===== src/rtl/led_bar_pkg.sv =====
// Shared constants and state encoding for the LED bar arbiter.
package led_bar_pkg;
  localparam int unsigned N_REQ  = 4;
  localparam int unsigned LANE_W = 8;
  localparam int unsigned IDX_W  = 2;

  typedef enum logic [1:0] {
    IDLE = 2'd0,
    HOLD = 2'd1,
    OPEN = 2'd2
  } state_t;
endpackage


===== src/rtl/led_rr_pick.sv =====
// Combinational round-robin search: first set request after last_owner, wrapping.
module led_rr_pick
  import led_bar_pkg::*;
(
  input  logic [N_REQ-1:0] req,
  input  logic [IDX_W-1:0] last_owner,
  output logic             valid,
  output logic [IDX_W-1:0] winner
);

  always_comb begin
    int unsigned idx;
    valid  = 1'b0;
    winner = '0;
    idx    = 0;
    for (int unsigned k = 1; k <= N_REQ; k++) begin
      idx = (int'(last_owner) + k) % N_REQ;
      if (!valid && req[idx]) begin
        valid  = 1'b1;
        winner = IDX_W'(idx);
      end
    end
  end

endmodule


===== src/rtl/led_bar_arbiter.sv =====
// Round-robin arbiter granting one requester at a time the LED bar, with a
// minimum tenure before the grant may be handed to another requester.
module led_bar_arbiter #(
  parameter int unsigned N_REQ        = 4,
  parameter int unsigned HOLD_CYCLES  = 3_200_000,
  parameter logic [7:0]  IDLE_PATTERN = 8'h00
) (
  input  logic               clk,
  input  logic               reset,
  input  logic [N_REQ-1:0]   req,
  input  logic [N_REQ*8-1:0] pat,
  output logic [N_REQ-1:0]   gnt,
  output logic [1:0]         owner,
  output logic               busy,
  output logic [7:0]         led
);
  import led_bar_pkg::*;

  localparam int unsigned    CNT_W    = $clog2(HOLD_CYCLES + 1);
  localparam logic [CNT_W-1:0] CNT_LAST = CNT_W'(HOLD_CYCLES - 1);

  state_t             r_state, w_state_nxt;
  logic [CNT_W-1:0]   r_cnt, w_cnt_nxt;
  logic [N_REQ-1:0]   r_gnt, w_gnt_nxt;
  logic [IDX_W-1:0]   r_owner, w_owner_nxt;
  logic [IDX_W-1:0]   r_last_owner, w_last_nxt;
  logic [LANE_W-1:0]  r_led, w_led_nxt;

  logic               w_pick_valid;
  logic [IDX_W-1:0]   w_pick_winner;
  logic [N_REQ-1:0]   w_pick_req;
  logic               w_owner_req;
  logic               w_done;

  // Excluding the current owner lets one search serve both IDLE and handover.
  assign w_pick_req  = req & ~r_gnt;
  assign w_owner_req = req[r_owner];
  assign w_done      = (r_cnt == CNT_LAST);

  led_rr_pick u_pick (
    .req        (w_pick_req),
    .last_owner (r_last_owner),
    .valid      (w_pick_valid),
    .winner     (w_pick_winner)
  );

  always_comb begin
    w_state_nxt = r_state;
    w_cnt_nxt   = r_cnt;
    w_gnt_nxt   = r_gnt;
    w_owner_nxt = r_owner;
    w_last_nxt  = r_last_owner;
    w_led_nxt   = (r_gnt == '0) ? IDLE_PATTERN : pat[LANE_W*r_owner +: LANE_W];

    unique case (r_state)
      IDLE: begin
        if (w_pick_valid) begin
          w_state_nxt = HOLD;
          w_cnt_nxt   = '0;
          w_gnt_nxt   = N_REQ'(1) << w_pick_winner;
          w_owner_nxt = w_pick_winner;
          w_last_nxt  = w_pick_winner;
        end
      end
      HOLD, OPEN: begin
        if (!w_owner_req) begin
          w_state_nxt = IDLE;
          w_gnt_nxt   = '0;
        // The last HOLD cycle already counts as tenure satisfied, so a
        // waiting requester takes over after exactly HOLD_CYCLES cycles.
        end else if (r_state == OPEN || w_done) begin
          if (w_pick_valid) begin
            w_state_nxt = HOLD;
            w_cnt_nxt   = '0;
            w_gnt_nxt   = N_REQ'(1) << w_pick_winner;
            w_owner_nxt = w_pick_winner;
            w_last_nxt  = w_pick_winner;
          end else begin
            w_state_nxt = OPEN;
          end
        end else begin
          w_cnt_nxt = r_cnt + 1'b1;
        end
      end
      default: begin
        w_state_nxt = IDLE;
        w_gnt_nxt   = '0;
      end
    endcase
  end

  always_ff @(posedge clk) begin
    if (reset) begin
      r_state      <= IDLE;
      r_cnt        <= '0;
      r_gnt        <= '0;
      r_owner      <= '0;
      r_last_owner <= IDX_W'(N_REQ - 1);
      r_led        <= IDLE_PATTERN;
    end else begin
      r_state      <= w_state_nxt;
      r_cnt        <= w_cnt_nxt;
      r_gnt        <= w_gnt_nxt;
      r_owner      <= w_owner_nxt;
      r_last_owner <= w_last_nxt;
      r_led        <= w_led_nxt;
    end
  end

  assign gnt   = r_gnt;
  assign owner = r_owner;
  assign busy  = (r_state != IDLE);
  assign led   = r_led;

endmodule


===== config.mk =====
export PLATFORM = sky130hd
export DESIGN_NAME = led_bar_arbiter
export DESIGN_NICKNAME = d
export VERILOG_FILES = /design/src/rtl/led_bar_pkg.sv /design/src/rtl/led_rr_pick.sv /design/src/rtl/led_bar_arbiter.sv
export SDC_FILE = /design/constraint.sdc
export NUM_CORES = 1
export LEC_CHECK = 0
export ABC_AREA = 1
export CAP_MARGIN = 0
export CELL_PAD_IN_SITES_DETAIL_PLACEMENT = 1
export CELL_PAD_IN_SITES_GLOBAL_PLACEMENT = 1
export CORE_MARGIN = 3
export CORE_UTILIZATION = 33
export CTS_CLUSTER_DIAMETER = 200
export CTS_CLUSTER_SIZE = 40
export DETAILED_ROUTE_END_ITERATION = 8
export PLACE_DENSITY_LB_ADDON = 0.1
export SLEW_MARGIN = 20
export SYNTH_ARGS = -nofsm -noshare
export SYNTH_HDL_FRONTEND = slang
export SYNTH_SLANG_ARGS = --single-unit

===== constraint.sdc =====
create_clock -name clk -period 2 [get_ports clk]
set_clock_uncertainty 0.1 [all_clocks]
set_input_delay 0.3 -clock clk [delete_from_list [all_inputs] [get_ports clk]]
set_output_delay 0.3 -clock clk [all_outputs]
set_load 0.02 [all_outputs]

==> run_results.csv <==
group,metric,value,unit
global_route,antenna_found_initial,0,
placed_design,place_area,3660,µm²
critical_path,path_class,"in -> reg",
critical_path,cp.arrival,2130,ps
clock_tree,clk_pin_slew,80,ps
detailed_routing,routedWlPerCell,15.8,µm
clock_tree,cts_tree,"built",
detailed_routing,drtIter0Drc,73,
min_path,hold_path_class,"reg -> reg",
die,num_io_pins,53,
clock_tree,cts_sinks,40,
cells_and_area,drive_gt1_share,32.9,%
critical_path,critical_path.max_fanout,5,
placed_design,placed_cells,588,
die,dieArea,9190,µm²
global_route,track_usage,20.2,%
status,status,"complete, no violations",
logic_synthesis,syn_inst,394,
detailed_routing,first_pass_iters,4,
logic_synthesis,synth_flop_cell,"dfxtp_1",
critical_path,worst_path_most_repeated_cell,"nand2_2",
logic_synthesis,synthDistinctLibCells,37,
clock_tree,root_buffer,"clkbuf_8",
clock_tree,cts_made_buffers,5,
sta,rsz0062_at_grt,"true",
detailed_routing,vias_per_cell,5.01,
detailed_routing,num_vias,3041,
detailed_routing,route.antenna.remaining_nets,0,
placed_design,dp_hpwl,6.97,mm
critical_path,end_kind,"flip-flop",
power,p_leak,1.71,nW
cells_and_area,insertedDiodeCount,0,
logic_synthesis,syn_area_per_cell,6.76,µm²
cells_and_area,multiInputGateArea,1840,µm²
logic_synthesis,syn_nets,436,
critical_path,critical_path.slowest_cell,"clkdlybuf4s50_1",
die,die_w,95.9,µm
die,fp.dieH,95.9,µm
die,coreArea,7770,µm²
cells_and_area,seq_area,812,µm²
logic_synthesis,netlist_area,2670,µm²
power,ir_worst_vdd,464,µV
critical_path,path_cells,"clkdlybuf4s50_1 > buf_4 > nand3_1 > nand3_2 > nand2_2 > nand2_2 > nor2_4 > nand2_4 > o21ai_4 > buf_8 > o21ai_2 > a21oi_1",
sta,setup_violations,0,
global_route,grt_max_degree,20,
die,rows,32,
sta,fin_crit,2000,ps
die,initial_core_util,34.3,%
logic_synthesis,ys_ff_latch,40,
cells_and_area,finalNetCount,546,
sta,maxSlewViolCount,0,
sta,slew_headroom,78.4,%
detailed_routing,drc,0,
sta,tightest_slew,320,ps
power,power_density,1260,nW/µm²
cells_and_area,final_area,4090,µm²
critical_path,required,2130,ps
global_route,grt_overflow,0,
cells_and_area,area_growth,53.5,%
logic_synthesis,synth_edf_count,0,
clock_tree,htreeDepth,2,
placed_design,place.gp.congestion,0.787,
critical_path,critPathBufInv,3,
clock_tree,clock_latency,300,ps
sta,clock.fmax,501,MHz
critical_path,cp_slowest_stage_delay,440,ps
clock_tree,cts_hold_buf,0,
logic_synthesis,synth_seq_area_share,30.0,%
cells_and_area,mostFrequentLayoutCells,"nand2_1, buf_4, clkdlybuf4s50_1",
run,drv_cap,0,
logic_synthesis,synthArstFlopShare,0,%
sta,fin_crit_sh,99.8,%
cells_and_area,finalNonFillerCells,607,
sta,fin_setup_tns,0,ps
clock_tree,clockBufferDepth,2,
global_route,grt_pass1_wl,14.7,mm
detailed_routing,wirelength,9.59,mm
placed_design,io_buffers,52,
sta,holdWs,388,ps
global_route,grt_pass1_vias,3074,
logic_synthesis,ys_warn_count,0,
critical_path,cpLargestDelayFamily,"buffers and inverters",
cells_and_area,fillCellCount,991,
cells_and_area,final_common_cell,"nand2_1",
sta,hold_violations,0,
critical_path,start_kind,"primary input",
==> routing by layer <==
layer / global-route usage, % / wire length, µm / vias to the layer above
met2: 37.7 / 5030 / 50
met3: 3.21 / 324 / 6
met5: 0 / 0 / -
met1: 24.4 / 4160 / 1453
met4: 3.91 / 83 / 0
li1: - / - / 1532
==> power by group <==
part	switching (mW)	internal [mW]	total [mW]
clock network	0.318	0.283	0.601
logic	1.96	1.56	3.52
registers	0.0838	0.942	1.03
==> area by class of cell <==
type / instances / share of cell area [%]
clock inverter: 2 / 0.336
timing repair buffer: 113 / 25.3
clock buffer: 6 / 2.02
inverter: 42 / 4.28
tap: 102 / 3.12
sequential: 40 / 19.9
multi-input combinational: 302 / 45.1
==> path summary, 6_finish.rpt <==
check | start | endpoint | slack, ps | cells after the start
worst max register to register | r_last_owner[0]$_SDFFE_PP1P_ | r_cnt[10]$_SDFFE_PP0P_ | 10 | 13
worst max-delay path | req[1] | r_cnt[10]$_SDFFE_PP0P_ | 5 | 12
worst min-delay path | r_cnt[7]$_SDFFE_PP0P_ | r_cnt[7]$_SDFFE_PP0P_ | 390 | 2
worst min register to register | r_cnt[7]$_SDFFE_PP0P_ | r_cnt[7]$_SDFFE_PP0P_ | 390 | 2
==> worst min-delay path, cell delays in order (launching register included) <==
cell	delay [ps]
dfxtp_1	340
nand2_2	70
a21oi_2	40
==> through the flow <==
| step | utilization [%] | power [mW] | setup WS [ps] |
|---|---|---|---|
| 6_report | 52.7 | 5.15 | 4.78 |
| 5_1_grt | 52.7 | 5.53 | -119 |
| 4_1_cts | 49.0 | 4.70 | 15.0 |
| 3_5_place_dp | 47.1 | 4.01 | -250 |
| 3_3_place_gp | 47.1 | 3.94 | -203 |
| 2_1_floorplan | - | 2.68 | 0.0508 |
==> cell usage after synthesis (4+ instances only) <==
| cell | instances | area share [%] |
|---|---|---|
| nand2_1 | 69 | 9.7 |
| nor2_1 | 51 | 7.2 |
| dfxtp_1 | 40 | 30 |
| a21oi_1 | 35 | 6.6 |
| inv_1 | 35 | 4.9 |
| nand3_1 | 31 | 5.8 |
| o21ai_0 | 29 | 5.4 |
| nand2_2 | 18 | 4.2 |
| nor3_1 | 16 | 3.0 |
| a21oi_2 | 10 | 3.3 |
| nand4_1 | 7 | 1.6 |
| nand3_2 | 6 | 2.3 |
| clkbuf_1 | 5 | 0.70 |
| inv_2 | 5 | 0.70 |
| ha_1 | 4 | 1.9 |
| nor2_4 | 4 | 1.7 |
==> what timing repair did <==
item / 4_1_cts / 5_1_grt
pin swaps: 0 / 16
gates cloned: 0 / 1
buffers inserted: 1 / 9
setup endpoints to repair: 22 / 32
resized for setup: 12 / 54
==> registers in the layout, summed over array words and instances, names as in the netlist <==
name and flops:
owner 2, gnt 4, r_cnt 22, r_last_owner 2, r_state 2, led 8
==> kinds of logic after synthesis <==
family | after synthesis | synth area share [%]
fa+ha+maj | 4 | 1.88
compound gates | 84 | 18.3
buf+inv | 52 | 8.83
simple gates | 213 | 40.6
flops | 40 | 30.0
xor+xnor | 1 | 0.329
Power figures use the tool's default switching activity.
